[src/rtl/w_stage_grf_if.sv]
// w_stage_grf_if: MEM/WB writeback inputs, D-stage GRF read ports, W-stage forwarding and commit trace.
interface w_stage_grf_if #(parameter int RETIRE_W = 32);
    logic [31:0] w_alu;
    logic [31:0] w_dm;
    logic [31:0] w_pc;
    logic [31:0] w_md;
    logic [31:0] w_instr;
    logic [1:0] wb_sel;
    logic wb_we;
    logic [4:0] wb_a3;
    logic [4:0] rs_addr;
    logic [4:0] rt_addr;
    logic [31:0] rs_data;
    logic [31:0] rt_data;
    logic [31:0] fwd_wd;
    logic [4:0] fwd_a3;
    logic dbg_commit;
    logic [31:0] dbg_pc;
    logic [RETIRE_W-1:0] retire_cnt;
    modport master (
        output w_alu, w_dm, w_pc, w_md, w_instr, wb_sel, wb_we, wb_a3, rs_addr, rt_addr,
        input rs_data, rt_data, fwd_wd, fwd_a3, dbg_commit, dbg_pc, retire_cnt
    );
    modport slave (
        input w_alu, w_dm, w_pc, w_md, w_instr, wb_sel, wb_we, wb_a3, rs_addr, rt_addr,
        output rs_data, rt_data, fwd_wd, fwd_a3, dbg_commit, dbg_pc, retire_cnt
    );
endinterface

[src/rtl/w_stage_grf.sv]
// w_stage_grf: MIPS writeback select and 32x32 GRF with write-through read ports and retire counter.
module w_stage_grf #(
    parameter logic [31:0] LINK_OFFSET = 32'd8,
    parameter int RETIRE_W = 32
) (
    input logic clk,
    input logic reset,
    w_stage_grf_if.slave bus
);
    logic [31:0] grf_q [32];
    logic [RETIRE_W-1:0] retire_q;
    logic [RETIRE_W-1:0] retire_d;
    logic [31:0] wd;
    logic commit;
    // bypass is gated by commit, which already excludes $0 and reset cycles
    always_comb begin
        wd = bus.wb_sel == 2'd0 ? bus.w_alu :
             bus.wb_sel == 2'd1 ? bus.w_dm :
             bus.wb_sel == 2'd2 ? bus.w_pc + LINK_OFFSET : bus.w_md;
        commit = bus.wb_we && bus.wb_a3 != 5'd0 && !reset;
        retire_d = bus.w_instr != 32'd0 ? retire_q + RETIRE_W'(1) : retire_q;
        bus.rs_data = bus.rs_addr == 5'd0 ? 32'd0 :
                      (commit && bus.rs_addr == bus.wb_a3) ? wd : grf_q[bus.rs_addr];
        bus.rt_data = bus.rt_addr == 5'd0 ? 32'd0 :
                      (commit && bus.rt_addr == bus.wb_a3) ? wd : grf_q[bus.rt_addr];
        bus.fwd_wd = wd;
        bus.fwd_a3 = commit ? bus.wb_a3 : 5'd0;
        bus.dbg_commit = commit;
        bus.dbg_pc = bus.w_pc;
        bus.retire_cnt = retire_q;
    end
    always_ff @(posedge clk) begin
        if (reset) begin
            for (int i = 0; i < 32; i++) grf_q[i] <= 32'd0;
            retire_q <= '0;
        end else begin
            if (commit) grf_q[bus.wb_a3] <= wd;
            retire_q <= retire_d;
        end
    end
endmodule

[src/flat_wrapper.sv]
// flat-port wrapper written by rule: the top's interface ports become plain ports
module w_stage_grf_flat 
#(
    parameter logic [31:0] LINK_OFFSET = 32'd8,
    parameter int RETIRE_W = 32
)
  (clk, reset, bus_w_alu, bus_w_dm, bus_w_pc, bus_w_md, bus_w_instr, bus_wb_sel, bus_wb_we, bus_wb_a3, bus_rs_addr, bus_rt_addr, bus_rs_data, bus_rt_data, bus_fwd_wd, bus_fwd_a3, bus_dbg_commit, bus_dbg_pc, bus_retire_cnt);
  w_stage_grf_if #(.RETIRE_W(RETIRE_W)) bus_i ();
  input logic clk;
  input logic reset;
  input wire logic [$bits(bus_i.w_alu)-1:0] bus_w_alu;
  input wire logic [$bits(bus_i.w_dm)-1:0] bus_w_dm;
  input wire logic [$bits(bus_i.w_pc)-1:0] bus_w_pc;
  input wire logic [$bits(bus_i.w_md)-1:0] bus_w_md;
  input wire logic [$bits(bus_i.w_instr)-1:0] bus_w_instr;
  input wire logic [$bits(bus_i.wb_sel)-1:0] bus_wb_sel;
  input wire logic [$bits(bus_i.wb_we)-1:0] bus_wb_we;
  input wire logic [$bits(bus_i.wb_a3)-1:0] bus_wb_a3;
  input wire logic [$bits(bus_i.rs_addr)-1:0] bus_rs_addr;
  input wire logic [$bits(bus_i.rt_addr)-1:0] bus_rt_addr;
  output wire logic [$bits(bus_i.rs_data)-1:0] bus_rs_data;
  output wire logic [$bits(bus_i.rt_data)-1:0] bus_rt_data;
  output wire logic [$bits(bus_i.fwd_wd)-1:0] bus_fwd_wd;
  output wire logic [$bits(bus_i.fwd_a3)-1:0] bus_fwd_a3;
  output wire logic [$bits(bus_i.dbg_commit)-1:0] bus_dbg_commit;
  output wire logic [$bits(bus_i.dbg_pc)-1:0] bus_dbg_pc;
  output wire logic [$bits(bus_i.retire_cnt)-1:0] bus_retire_cnt;
  assign bus_i.w_alu = bus_w_alu;
  assign bus_i.w_dm = bus_w_dm;
  assign bus_i.w_pc = bus_w_pc;
  assign bus_i.w_md = bus_w_md;
  assign bus_i.w_instr = bus_w_instr;
  assign bus_i.wb_sel = bus_wb_sel;
  assign bus_i.wb_we = bus_wb_we;
  assign bus_i.wb_a3 = bus_wb_a3;
  assign bus_i.rs_addr = bus_rs_addr;
  assign bus_i.rt_addr = bus_rt_addr;
  assign bus_rs_data = bus_i.rs_data;
  assign bus_rt_data = bus_i.rt_data;
  assign bus_fwd_wd = bus_i.fwd_wd;
  assign bus_fwd_a3 = bus_i.fwd_a3;
  assign bus_dbg_commit = bus_i.dbg_commit;
  assign bus_dbg_pc = bus_i.dbg_pc;
  assign bus_retire_cnt = bus_i.retire_cnt;
  w_stage_grf #(.LINK_OFFSET(LINK_OFFSET), .RETIRE_W(RETIRE_W)) u_core (.clk(clk), .reset(reset), .bus(bus_i));
endmodule
[config.mk]
export PLATFORM = sky130hd
export DESIGN_NAME = w_stage_grf_flat
export DESIGN_NICKNAME = d
export VERILOG_FILES = /design/src/rtl/w_stage_grf_if.sv /design/src/rtl/w_stage_grf.sv /design/src/flat_wrapper.sv
export SDC_FILE = /design/constraint.sdc
export NUM_CORES = 2
export LEC_CHECK = 0
export CAP_MARGIN = 40
export CORE_MARGIN = 1
export CORE_UTILIZATION = 30
export CTS_CLUSTER_DIAMETER = 120
export CTS_CLUSTER_SIZE = 10
export DETAILED_ROUTE_END_ITERATION = 10
export GPL_ROUTABILITY_DRIVEN = 0
export HOLD_SLACK_MARGIN = 0.12
export SYNTH_ARGS = -nofsm -noshare
export SYNTH_HDL_FRONTEND = slang
export SYNTH_SLANG_ARGS = --single-unit
[constraint.sdc]
create_clock -name clk -period 5.6 [get_ports clk]
set_input_delay 0.84 -clock clk [delete_from_list [all_inputs] [get_ports clk]]
set_output_delay 0.84 -clock clk [all_outputs]
set_load 0.02 [all_outputs]
# Word level (Yosys, flattened, before mapping)
# Memories as Yosys holds them, arrays and structs flattened.
# Cells that the tools add are included.
# totals
register_bits	32
latchBits	0
rom_bits	0
ram_bits	1024
memories	1
out_inout_bits	166
# op_classes
shifts	0
mux	16
n_reduce_logical	11
n_mul	0
bitwise_logic	0
div_mod_pow	0
magnitude_cmp	0
addsub	2
eq_ne	4
# mem_list
memory	words	word_bits	read_ports	rd_clocked_by_memory_dff	wr	line_no	text
u_core.grf_q	32	32	2	0	32	w_stage_grf.sv:10	logic [31:0] grf_q [32];
# ops
op	count
2-to-1 mux 32 bit	8
adder 32 x 1 -> 32 bit (second input constant)	1
adder 32 x 4 -> 32 bit (second input constant)	1
nonzero test 32 bit	1
OR reduction 32 bit	1
== test 5 bit	2
logical NOT 5 bit	2
2-to-1 mux 5 bit	2
2-to-1 mux 1 bit	6
nonzero test 5 bit	1
logical AND 1 bit	4
== test 2 x 1 -> 1 bit (second input constant)	1
== test 2 bit (second input constant)	1
logical NOT 2 bit	1
logical NOT 1 bit	1

# Longest topological paths before layout
# depth
ltp_word	8
depth_mapped	11

# Least setup slack after synthesis
# No wires, ideal clock.
# synth_timing
path_type	input-to-output
from	in bus_wb_a3[1]
to	out bus_rt_data[20]
stages	9
arrival_ns	2.842
slack_ns	1.918
required_time_ns	4.760
path_cell_list	buf_2 > nor2_1 > a21oi_2 > and4_4 > buf_6 > clkbuf_1 > buf_2 > nor3_1 > a211oi_1
# synth_between
elab_chain_len	6
elab_cells_between_ends	7
cone_classes	eq/ne: 1; mux: 2; reduce/logical: 4
# synth_rtl
element	line_no	text
start: declaration	flat_wrapper.sv:18	input wire logic [$bits(bus_i.wb_a3)-1:0] bus_wb_a3;
nonzero test 5 bit	w_stage_grf.sv:20	commit = bus.wb_we && bus.wb_a3 != 5'd0 && !reset;
logical AND 1 bit (2 in a row)	w_stage_grf.sv:20	
named net bus_dbg_commit	flat_wrapper.sv:25	output wire logic [$bits(bus_i.dbg_commit)-1:0] bus_dbg_commit;
logical AND 1 bit	w_stage_grf.sv:25	(commit && bus.rt_addr == bus.wb_a3) ? wd : grf_q[bus.rt_addr];
2-to-1 mux 32 bit	w_stage_grf.sv:25	
2-to-1 mux 32 bit	w_stage_grf.sv:24	bus.rt_data = bus.rt_addr == 5'd0 ? 32'd0 :
end: declaration	flat_wrapper.sv:22	output wire logic [$bits(bus_i.rt_data)-1:0] bus_rt_data;
# The timed path passes the listed nets, and every way through them passes these cells.

# Worst setup path after layout
# layout_timing
from	in bus_wb_a3[3]
to	out bus_rt_data[13]
# layout_between
elab_chain_len	6
elab_cells_between_ends	7
cone_classes	eq/ne: 1; mux: 2; reduce/logical: 4
# layout_rtl
element	line_no
nonzero test 5 bit	w_stage_grf.sv:20
logical AND 1 bit (2 in a row)	w_stage_grf.sv:20
logical AND 1 bit (*)	w_stage_grf.sv:25
2-to-1 mux 32 bit (*)	w_stage_grf.sv:25
2-to-1 mux 32 bit (*)	w_stage_grf.sv:24
# Mark *: on every way between the ends. The rest lies on a longest branch, timed or not.

==> summary.json <==
{
  "critical_path": {
    "startpoint_type": "primary input",
    "critical_path.max_fanout": 36,
    "timing.setup.critical_path_class": "primary input to output pin",
    "end_kind": "output pin",
    "data_required_time_of_the_worst_path_ns": 4.76,
    "cp.arrival_ns": 4.49
  },
  "grt": {
    "gr-total-overflow": 0,
    "grt_util_all_layers_pct": 23.04,
    "busiest_layer": "met2",
    "grt_pass1_vias": 40588,
    "grt_use_met3_pct": 5.623,
    "grt_antenna_before_repair": 4,
    "grt_max_degree": 67,
    "wire_length_of_the_first_global_routing_pass_microns": 305900,
    "grtUsageMet1_pct": 27.17,
    "grt_use_met2_pct": 37.68
  },
  "yosys": {
    "synth_edf_count": 1024,
    "post_synth_and_or_nand_nor_area_fraction_pct": 11.57,
    "synthesis.area_sq_um": 55960,
    "fraction_of_the_mapped_netlist_area_in_compound_gates_pct": 5.151,
    "largest_family_of_logic_cells_by_synthesized_area": "multiplexers",
    "synth_fa_ha_area_share_pct": 0.04471,
    "synth_warnings": 0,
    "post_synth_mux_area_share_pct": 22.21,
    "netlist-cell-type-count": 72,
    "synthCells": 4164,
    "synth_flop_cell": "sky130_fd_sc_hd__edfxtp_1",
    "synth_sequential_area_ratio_pct": 56.09,
    "postSynth.asyncResetShare_pct": 0,
    "syn_avg_cell_area_sq_um": 13.44,
    "synth_xor_area_share_pct": 0.7825,
    "ys_ff_latch": 1056
  },
  "timing": {
    "grt_setup_unrepaired": "no",
    "timing.final.crit_share_pct": 95.11,
    "timing_worst_slew_pin_value_ns": 1.009,
    "timing.max_slew.rel_slack_pct": 32.20,
    "fin_setup_tns_ns": 0,
    "timing.fmax_ghz": 0.1878,
    "timing.final.crit_period_ns": 5.326,
    "layout_setup_ws_ns": 0.2739,
    "hold_viol_final": 0,
    "final-max-slew-violation-count": 0,
    "worst_clk_skew_ns": 0.01281,
    "final-setup-viol-count": 0
  },
  "clock_tree": {
    "postCtsSetupBuffers": 0,
    "htreeDepth": 3,
    "cts_sinks": 1056,
    "clk_transition_reported_paths_ns": 0.06,
    "root_buffer": "sky130_fd_sc_hd__clkbuf_16",
    "cts.path.max_buffers": 3,
    "cts.hold.buffers_added": 0,
    "cts_resized": 0,
    "tritoncts": "built",
    "clock_latency_ns": 0.74,
    "cts_inserted_buffers": 117
  },
  "route": {
    "drt_first_pass_iters": 6,
    "drt-vias-per-instance": 5.884,
    "wire_per_inst_microns": 31.69,
    "routed_wl_microns": 222500,
    "detail_route.iter0.violations": 5642,
    "num_vias": 41314,
    "route.antenna.remaining_nets": 0,
    "drc_errors": 0
  },
  "layout": {
    "syn_to_final_growth_pct": 19.50,
    "layout_common_cells": "sky130_fd_sc_hd__nor2_1 (1074), sky130_fd_sc_hd__edfxtp_1 (1024), sky130_fd_sc_hd__mux4_2 (490), sky130_fd_sc_hd__buf_4 (305), sky130_fd_sc_hd__clkdlybuf4s50_1 (295)",
    "nets": 4697,
    "post_route_cells_drive_above_1_share_pct": 24.28,
    "fillerInstances": 17717,
    "post-route-cell-area_sq_um": 66880,
    "most_common_cell_after_layout_fill_and_taps_aside": "sky130_fd_sc_hd__nor2_1",
    "insertedDiodeCount": 0
  },
  "floorplan": {
    "boundaryPins": 346,
    "initial_core_util_pct": 30.18,
    "die_h_microns": 433.9,
    "chipWidth_microns": 433.9,
    "coreArea_sq_um": 185400,
    "area_enclosed_by_the_die_boundary_sq_um": 188300,
    "row_count": 158
  },
  "pwr": {
    "power.leakage_nw": 22.92,
    "pwr_density_nw_per_um2": 292.9,
    "worst_ir_drop_vdd_mv": 0.2953
  },
  "placement": {
    "placement.io_buffers": 345,
    "dp.final_hpwl_microns": 145500,
    "detailed_place.area_sq_um": 63680,
    "dpl_worst_slack_ns": 0.2801
  },
  "status": {
    "outcome": "finished clean"
  },
  "job": {
    "timing.max_cap.violations": 0
  },
  "worst_hold_path": {
    "min-delay-path-class": "flop to flop"
  }
}
worst max-delay path: stages:
cell and delay (ns):
sky130_fd_sc_hd__clkdlybuf4s50_1 0.65, sky130_fd_sc_hd__xor2_1 0.26, sky130_fd_sc_hd__nor3_1 0.31, sky130_fd_sc_hd__and4_4 0.70, sky130_fd_sc_hd__a2111oi_0 0.13, sky130_fd_sc_hd__a211oi_1 0.63
sky130_fd_sc_hd__buf_4 0.23, sky130_fd_sc_hd__clkdlybuf4s50_1 0.60
area by class of cell:
type                       instances  area (sq um)  share of cell area, %
clock inverter                    11         195.2                 0.2919
inverter                          43         161.4                 0.2413
tap                             2480          3103                  4.640
sequential                      1056         31390                  46.94
clock buffer                     135          2995                  4.479
timing repair buffer             651          6118                  9.149
multi-input combinational       2646         22910                  34.26
sequential cells by signal (all words and copies together), names as in the netlist:
name / count
u_core.bus.retire_cnt: 32
u_core.grf_q: 1024
logic make-up (layout without fill, tap and decap cells):
logic type,Yosys count,count (layout)
flip-flops,1056,1056
AO/OA/AOI/OAI,401,401
multiplexers,627,627
XOR/XNOR,50,50
AND/OR/NAND/NOR,1534,1534
adder cells (fa/ha/maj),2,2
buffers and inverters,493,840
other,1,32
stage by stage:
step | util [%] | hold WS, ns | cells | power, mW
floorplan | - | 0.5700 | 4195 | 11.16
global placement | 34.28 | 0.4866 | 6868 | 12.71
detailed placement | 34.34 | 0.5132 | 6876 | 12.77
CTS | 36.06 | 0.5244 | 7022 | 19.59
global route | 36.07 | 0.5624 | 7022 | 20.02
finish | 36.07 | 0.5209 | 7022 | 19.59
final timing paths:
path | startpoint | slack, ns | depth (start not counted) | endpoint
max | bus_wb_a3[3] | 0.27 | 8 | bus_rt_data[13]
min | u_core.bus.retire_cnt[10] | 0.52 | 2 | u_core.bus.retire_cnt[10]
max reg2reg | u_core.bus.retire_cnt[5] | 3.02 | 6 | u_core.bus.retire_cnt[27]
min reg2reg | u_core.bus.retire_cnt[10] | 0.52 | 2 | u_core.bus.retire_cnt[10]
report_power, final:
group          switching, mW  leakage [nW]  total, mW  internal (mW)
registers              0.206          10.0       9.30           9.09
logic                   2.03          11.4       3.39           1.36
clock network           3.16          1.54       6.90           3.74
total                   5.40          22.9       19.6           14.2
cells in the mapped netlist (12+ instances only):
cell | n | share of area (%)
sky130_fd_sc_hd__a211oi_1 | 57 | 0.76
sky130_fd_sc_hd__a21oi_1 | 44 | 0.39
sky130_fd_sc_hd__a221o_1 | 19 | 0.34
sky130_fd_sc_hd__a22o_1 | 12 | 0.19
sky130_fd_sc_hd__a22oi_1 | 74 | 0.99
sky130_fd_sc_hd__and2_1 | 12 | 0.13
sky130_fd_sc_hd__buf_1 | 15 | 0.10
sky130_fd_sc_hd__buf_2 | 115 | 1.0
sky130_fd_sc_hd__buf_4 | 65 | 0.87
sky130_fd_sc_hd__clkbuf_1 | 244 | 1.6
sky130_fd_sc_hd__dfxtp_1 | 32 | 1.1
sky130_fd_sc_hd__edfxtp_1 | 1024 | 55
sky130_fd_sc_hd__inv_1 | 41 | 0.27
sky130_fd_sc_hd__mux2_2 | 15 | 0.30
sky130_fd_sc_hd__mux2i_1 | 121 | 2.2
sky130_fd_sc_hd__mux4_2 | 490 | 20
sky130_fd_sc_hd__nand2_1 | 148 | 0.99
sky130_fd_sc_hd__nand2b_1 | 53 | 0.59
sky130_fd_sc_hd__nand3_1 | 64 | 0.57
sky130_fd_sc_hd__nand4_1 | 13 | 0.15
sky130_fd_sc_hd__nor2_1 | 1077 | 7.2
sky130_fd_sc_hd__nor2b_1 | 26 | 0.29
sky130_fd_sc_hd__nor3_1 | 61 | 0.55
sky130_fd_sc_hd__nor4_1 | 17 | 0.19
sky130_fd_sc_hd__o21ai_0 | 46 | 0.41
sky130_fd_sc_hd__o221ai_1 | 15 | 0.23
sky130_fd_sc_hd__o22ai_1 | 53 | 0.59
sky130_fd_sc_hd__or3_1 | 12 | 0.13
sky130_fd_sc_hd__or4_1 | 13 | 0.17
sky130_fd_sc_hd__xnor2_1 | 32 | 0.50
sky130_fd_sc_hd__xor2_1 | 18 | 0.28
layer usage:
layer	up-vias	routed length (microns)	share of wire, %
met5	-	8	0.0036
met4	2	16110	7.2
met3	699	26440	12
met2	3128	104500	47
met1	21028	75430	34
li1	16457	-	-
Note: power is estimated with default switching activity, not from simulation.
